===== config.mk =====
export PLATFORM = sky130hd
export DESIGN_NAME = sram_arbiter
export DESIGN_NICKNAME = d
export VERILOG_FILES = /design/src/rtl/sram_arbiter.sv
export SDC_FILE = /design/constraint.sdc
export NUM_CORES = 1
export LEC_CHECK = 0
export ABC_CLOCK_PERIOD_IN_PS = 3600
export CORE_MARGIN = 1
export CORE_UTILIZATION = 25
export DETAILED_ROUTE_END_ITERATION = 6
export GPL_ROUTABILITY_DRIVEN = 1
export RECOVER_POWER = 50
export SLEW_MARGIN = 20
export SYNTH_ARGS = -nofsm -noshare
export SYNTH_HDL_FRONTEND = slang
export SYNTH_SLANG_ARGS = --single-unit

===== constraint.sdc =====
create_clock -name clk -period 3.6 [get_ports clk]
set_input_delay 0.72 -clock clk [delete_from_list [all_inputs] [get_ports clk]]
set_output_delay 0.72 -clock clk [all_outputs]
set_load 0.05 [all_outputs]

===== src/rtl/sram_arbiter.sv =====
// sram_arbiter: round-robin arbiter sharing one SRAM controller between the
// MEM stage (port 0) and a second bus master (port 1). The granted command is
// registered toward the controller with byte addresses translated into the
// controller's halfword address space; per-port ready mirrors the controller.
module sram_arbiter #(
    parameter logic [31:0] BASE_ADDR = 32'd1024
) (
    input  logic        clk,
    input  logic        rst,
    input  logic        p0_R_EN,
    input  logic        p0_W_EN,
    input  logic [31:0] p0_addr,
    input  logic [31:0] p0_wdata,
    output logic [31:0] p0_rdata,
    output logic        p0_ready,
    input  logic        p1_R_EN,
    input  logic        p1_W_EN,
    input  logic [31:0] p1_addr,
    input  logic [31:0] p1_wdata,
    output logic [31:0] p1_rdata,
    output logic        p1_ready,
    output logic        ctl_R_EN,
    output logic        ctl_W_EN,
    output logic [31:0] ctl_addr,
    output logic [31:0] ctl_wdata,
    input  logic [31:0] ctl_rdata,
    input  logic        ctl_Ready,
    output logic        busy,
    output logic [1:0]  grant
);

    typedef enum logic [1:0] {
        IDLE  = 2'd0,
        BUSY0 = 2'd1,
        BUSY1 = 2'd2
    } state_t;

    state_t      state_reg;
    logic        last_reg;      // port that owned the most recent completed access
    logic        ctl_r_en_reg;
    logic        ctl_w_en_reg;
    logic [31:0] ctl_addr_reg;
    logic [31:0] ctl_wdata_reg;
    logic        busy_reg;
    logic [1:0]  grant_reg;

    // Per-port views so the ready/rdata logic can be generated uniformly.
    logic [1:0]  req;
    logic [1:0]  own;
    logic [1:0]  ready_vec;
    logic [31:0] rdata_arr [2];

    // Selected requester's command.
    logic        win;
    logic        sel_we;
    logic [31:0] sel_addr;
    logic [31:0] sel_wdata;
    logic [31:0] sel_xlat;

    assign req = {p1_R_EN | p1_W_EN, p0_R_EN | p0_W_EN};
    assign own = {state_reg == BUSY1, state_reg == BUSY0};

    // Winner: a sole requester wins; on a tie the port that did not go last wins.
    always_comb begin
        win = req[1];
        if (req == 2'b11) begin
            win = ~last_reg;
        end
    end

    // A request with both enables set is treated as a write.
    assign sel_we    = win ? p1_W_EN  : p0_W_EN;
    assign sel_addr  = win ? p1_addr  : p0_addr;
    assign sel_wdata = win ? p1_wdata : p0_wdata;
    // Byte address relative to the data-memory base, expressed in halfwords.
    assign sel_xlat  = (sel_addr - BASE_ADDR) >> 1;

    // Arbitration FSM: grant in IDLE, hold the command until the controller completes.
    always_ff @(posedge clk) begin
        if (!rst) begin
            state_reg     <= IDLE;
            last_reg      <= 1'b1;
            ctl_r_en_reg  <= 1'b0;
            ctl_w_en_reg  <= 1'b0;
            ctl_addr_reg  <= 32'd0;
            ctl_wdata_reg <= 32'd0;
            busy_reg      <= 1'b0;
            grant_reg     <= 2'b00;
        end else begin
            case (state_reg)
                IDLE: begin
                    if (|req) begin
                        state_reg     <= win ? BUSY1 : BUSY0;
                        ctl_w_en_reg  <= sel_we;
                        ctl_r_en_reg  <= ~sel_we;
                        ctl_addr_reg  <= sel_xlat;
                        ctl_wdata_reg <= sel_wdata;
                        busy_reg      <= 1'b1;
                        grant_reg     <= win ? 2'b10 : 2'b01;
                    end
                end
                BUSY0, BUSY1: begin
                    if (ctl_Ready) begin
                        state_reg    <= IDLE;
                        ctl_r_en_reg <= 1'b0;
                        ctl_w_en_reg <= 1'b0;
                        last_reg     <= (state_reg == BUSY1);
                        busy_reg     <= 1'b0;
                        grant_reg    <= 2'b00;
                    end
                end
                default: begin
                    state_reg <= IDLE;
                end
            endcase
        end
    end

    // Ready is high for an idle port, or for the owner in the controller's final cycle;
    // read data is only passed to the port that owns the controller.
    generate
        for (genvar gi = 0; gi < 2; gi++) begin : g_port
            assign ready_vec[gi] = ~req[gi] | (own[gi] & ctl_Ready);
            assign rdata_arr[gi] = own[gi] ? ctl_rdata : 32'd0;
        end
    endgenerate

    assign p0_ready  = ready_vec[0];
    assign p1_ready  = ready_vec[1];
    assign p0_rdata  = rdata_arr[0];
    assign p1_rdata  = rdata_arr[1];

    assign ctl_R_EN  = ctl_r_en_reg;
    assign ctl_W_EN  = ctl_w_en_reg;
    assign ctl_addr  = ctl_addr_reg;
    assign ctl_wdata = ctl_wdata_reg;
    assign busy      = busy_reg;
    assign grant     = grant_reg;

endmodule

==> summary.txt, run 1 <==
Final layout
  – Layout Cells excl Fill: 1051
  – Post-route core utilization: 0.457
  – Final net count: 992
  – Share of layout cells above drive strength 1: 0.0533
  – Fill cell total of the finished layout: 1696
  – FF/Latch Area: 1420 µm²
  – Area Growth Syn to Fin: 78.6%
  – Area occupied by multi-input gates: 2780 µm²
  – Diodes inserted: 0
  – Number of flip-flops under the largest register name: 32

Synthesis
  – Post-synthesis async set-or-reset flop share: 0
  – Predominant post-synthesis flop cell: sky130_fd_sc_hd__dfxtp_1
  – Yosys top cell area share: 0.321
  – Post-synthesis instance area: 4420 µm²
  – Dominant cell type by area after synthesis: sky130_fd_sc_hd__dfxtp_1
  – Mean Syn Cell Area: 8.19 µm²
  – Warnings from Yosys: 0
  – Number of flip-flops and latches in the synthesized netlist: 71
  – Top area cells in the synthesized netlist: sky130_fd_sc_hd__dfxtp_1, sky130_fd_sc_hd__and2_1, sky130_fd_sc_hd__a22o_1
  – Netlist cell types: 52
  – Number of flops mapped to enable cells by yosys: 0
  – Proportion of synthesized chip area in sequential cells: 0.321
  – Post-synthesis instance total: 540
  – Synthesized netlist net count: 711

Critical path
  – Max incr delay on CP: 0.76 ns
  – CP Buf/Inv Count: 3
  – R2R cell count: 8
  – Worst r2r dst: ctl_addr[22]
  – Worst reg2reg setup slack: 1.05 ns
  – Critical-path cell list: clkdlybuf4s50_1 -> or2_2 -> buf_4 -> nor3_1 -> clkbuf_1 -> nand2b_1 -> nor2_1 -> a22oi_1 -> nor2b_1
  – Endpoint kind of the worst setup timing path: register
  – Kind of launch point of the worst setup path: input pin
  – Reg2Reg Launch Point: state_reg[0]
  – Required time of the worst setup path: 3.82 ns
  – Type of the setup path with the least slack: in2reg
  – Arrival time reported for the critical path endpoint: 3.36 ns
  – Critical-path maximum fanout: 20
  – Cell family contributing the most delay on the critical path: simple AND/OR/NAND/NOR gates
  – Standard cell with the maximum stage delay on the critical path: sky130_fd_sc_hd__nand2b_1

Timing
  – Max-slew violations: 0
  – Post-Route Hold Slack: 0.470 ns
  – Total Neg Setup Slack: 0 ns
  – Clock Skews: 0.00592 ns
  – Time the final worst path needs with I/O delays and setup: 3.13 ns
  – Setup repair after global routing missed its margin: false
  – Maximum clock frequency: 319 MHz
  – Slack of the critical path: 0.467 ns
  – Final worst-path cycle share: 0.870
  – Final setup violating endpoints: 0
  – Transition at the pin with the smallest max-transition slack: 0.989 ns
  – Slew HR: 0.340
  – Final hold violation count: 0

Status
  – Result of the run: complete, no violations

Clock network
  – Clock transition at path regs: 0.06 ns
  – Clk root buf: sky130_fd_sc_hd__clkbuf_16
  – Count of hold buffers inserted by post-cts repair: 0
  – Number of buffers created by CTS: 9
  – CTS tree: done
  – Clock insertion delay at the later pin of the skew report: 0.33 ns
  – Total number of clock tree sinks: 71
  – Buffers inserted by post-CTS timing repair: 0
  – Cts repair resizes: 0
  – H-Tree Depth: 3
  – Buffers from clock root to sink, at most: 2

Detailed routing
  – Post-Route WL: 18100 µm
  – Residual antenna-violating net count after detailed routing: 0
  – Vias: 5245
  – First-iteration detailed-routing DRC count: 335
  – Total DRC errors in the routed layout: 0
  – Number of search-and-repair iterations in the first detailed-routing pass: 5
  – Wire per inst: 17.2 µm
  – Post-detailed-route via-to-cell ratio: 4.99

Die
  – Die Outline Area: 18200 µm²
  – Standard-cell row count: 48
  – Standard cell core area: 17300 µm²
  – Die extent in y: 135 µm
  – Ports placed on the boundary: 302
  – Overall die width: 135 µm
  – Initial cell density of the core: 0.256

Hold path
  – Min-Delay Path Class: reg2reg
  – Hold path startpoint: ctl_addr[9]
  – Cell depth of the worst hold path: 2
  – Endpoint, Worst Hold: ctl_addr[9]

Placed design
  – Final HPWL from detailed placement: 14000 µm
  – Last weighted congestion value of the routability-driven placer: 0.868
  – Dpl ws: 0.427 ns
  – Number of buffers added on ports: 298
  – Number of cells in the design after placement: 1035

Power
  – VDD IR max: 0.000225 V
  – Leakage power: 3.26 nW
  – Total power per unit cell area: 499 nW/µm²

Job
  – Max capacitance violation total: 0

Global route
  – Pin count of the biggest net entering global routing: 47
  – Initial antenna violation count: 0
  – Global-route wire length before repair: 27800 µm
  – Vias in the first global route: 5129
  – Overall fraction of global-route tracks in use: 0.196
  – Remaining global-route overflow: 0
## cells by family (layout without fill, tap and decap cells)
group                    Yosys count  after routing  share of synthesized area
adder cells (fa/ha/maj)            4              4                     0.0113
other                              1              1                   0.000848
XOR/XNOR                           6              6                     0.0119
AND/OR/NAND/NOR                  259            259                      0.335
flip-flops                        71             71                      0.321
multiplexers                      17             17                     0.0390
buffers and inverters             49            335                     0.0540
AO/OA/AOI/OAI                    133            133                      0.226
## worst max-delay path by stage
stage	from	to	slack, ns	depth (start not counted)
floorplan	p1_R_EN	ctl_addr[21]	0.36	12
global placement	p1_R_EN	ctl_addr[21]	0.50	10
detailed placement	p0_W_EN	ctl_addr[21]	0.43	10
CTS	state_reg[0]	p1_rdata[27]	0.52	5
global route	p1_R_EN	grant[1]	0.27	9
finish	p1_R_EN	grant[1]	0.47	9
## synthesized netlist by cell type, drive strengths merged, types with 7 or more instances
master,n
mux2i,15
nand3,30
a21oi,11
nor2,16
or4,7
nor2b,49
dfxtp,71
buf,10
nor4,9
a22o,41
or3,7
a22oi,44
o21ai,16
clkbuf,34
nor3,15
nand2,41
and2,66
## placed cells by master, fill, tap and decap left out, drive strengths merged, types with 3 or more instances in the layout
cell,n
nor4b,3
or3,7
buf,17
nand3,30
o211a,3
xnor2,3
nor2,16
o21ai,16
clkinv,3
and2,66
nor4,9
dlygate4sd3,69
nor2b,49
o211ai,4
clkdlybuf4s50,223
nand2b,4
and3,3
inv,5
nand4,3
mux2i,15
ha,4
a22oi,44
nor3,15
nand2,41
clkbuf,16
dfxtp,71
a22o,41
a21oi,11
xor2,3
or4,7
## layer usage
metal / vias up / wire, µm / GRT usage
li1: 2532 / - / -
met1: 2452 / 7220 / 0.227
met2: 239 / 9160 / 0.349
met3: 22 / 1380 / 0.0439
met4: 0 / 301 / 0.0712
met5: - / 0 / 0
## where the power goes
| group | leakage (nW) | switching, W | internal (W) |
|---|---|---|---|
| clock | 0.143 | 0.000349 | 0.000540 |
| combinational | 2.53 | 0.00131 | 0.000745 |
| sequential | 0.588 | 0.0000698 | 0.000927 |
| total | 3.26 | 0.00173 | 0.00221 |
## stage by stage
stage               power, W  area, µm²
finish               0.00394       7900
global route         0.00416       7900
CTS                  0.00405       7930
detailed placement   0.00314       7630
global placement     0.00312       7630
floorplan            0.00233       4420
## area by class of cell
type | instances | area share
clock inverters | 6 | 0.00871
multi-input cells | 420 | 0.351
clock buffers | 10 | 0.0290
flip-flops and latches | 71 | 0.180
well taps | 225 | 0.0356
repair buffers | 315 | 0.394
inverters | 4 | 0.00190
## worst min-delay path, delay by kind of cell, from the launching register on
family,cells,cell delay (ns)
compound gates,1,0.06
simple gates,1,0.05
flops,1,0.31
No activity file was read; power rests on OpenSTA's default activity.
==> run 2: changes to the inputs <==
Settings changed: SKIP_LAST_GASP set to 1.
==> results of run 2 <==
Same layout as run 1: the final DEF is identical, and so are final timing and power.
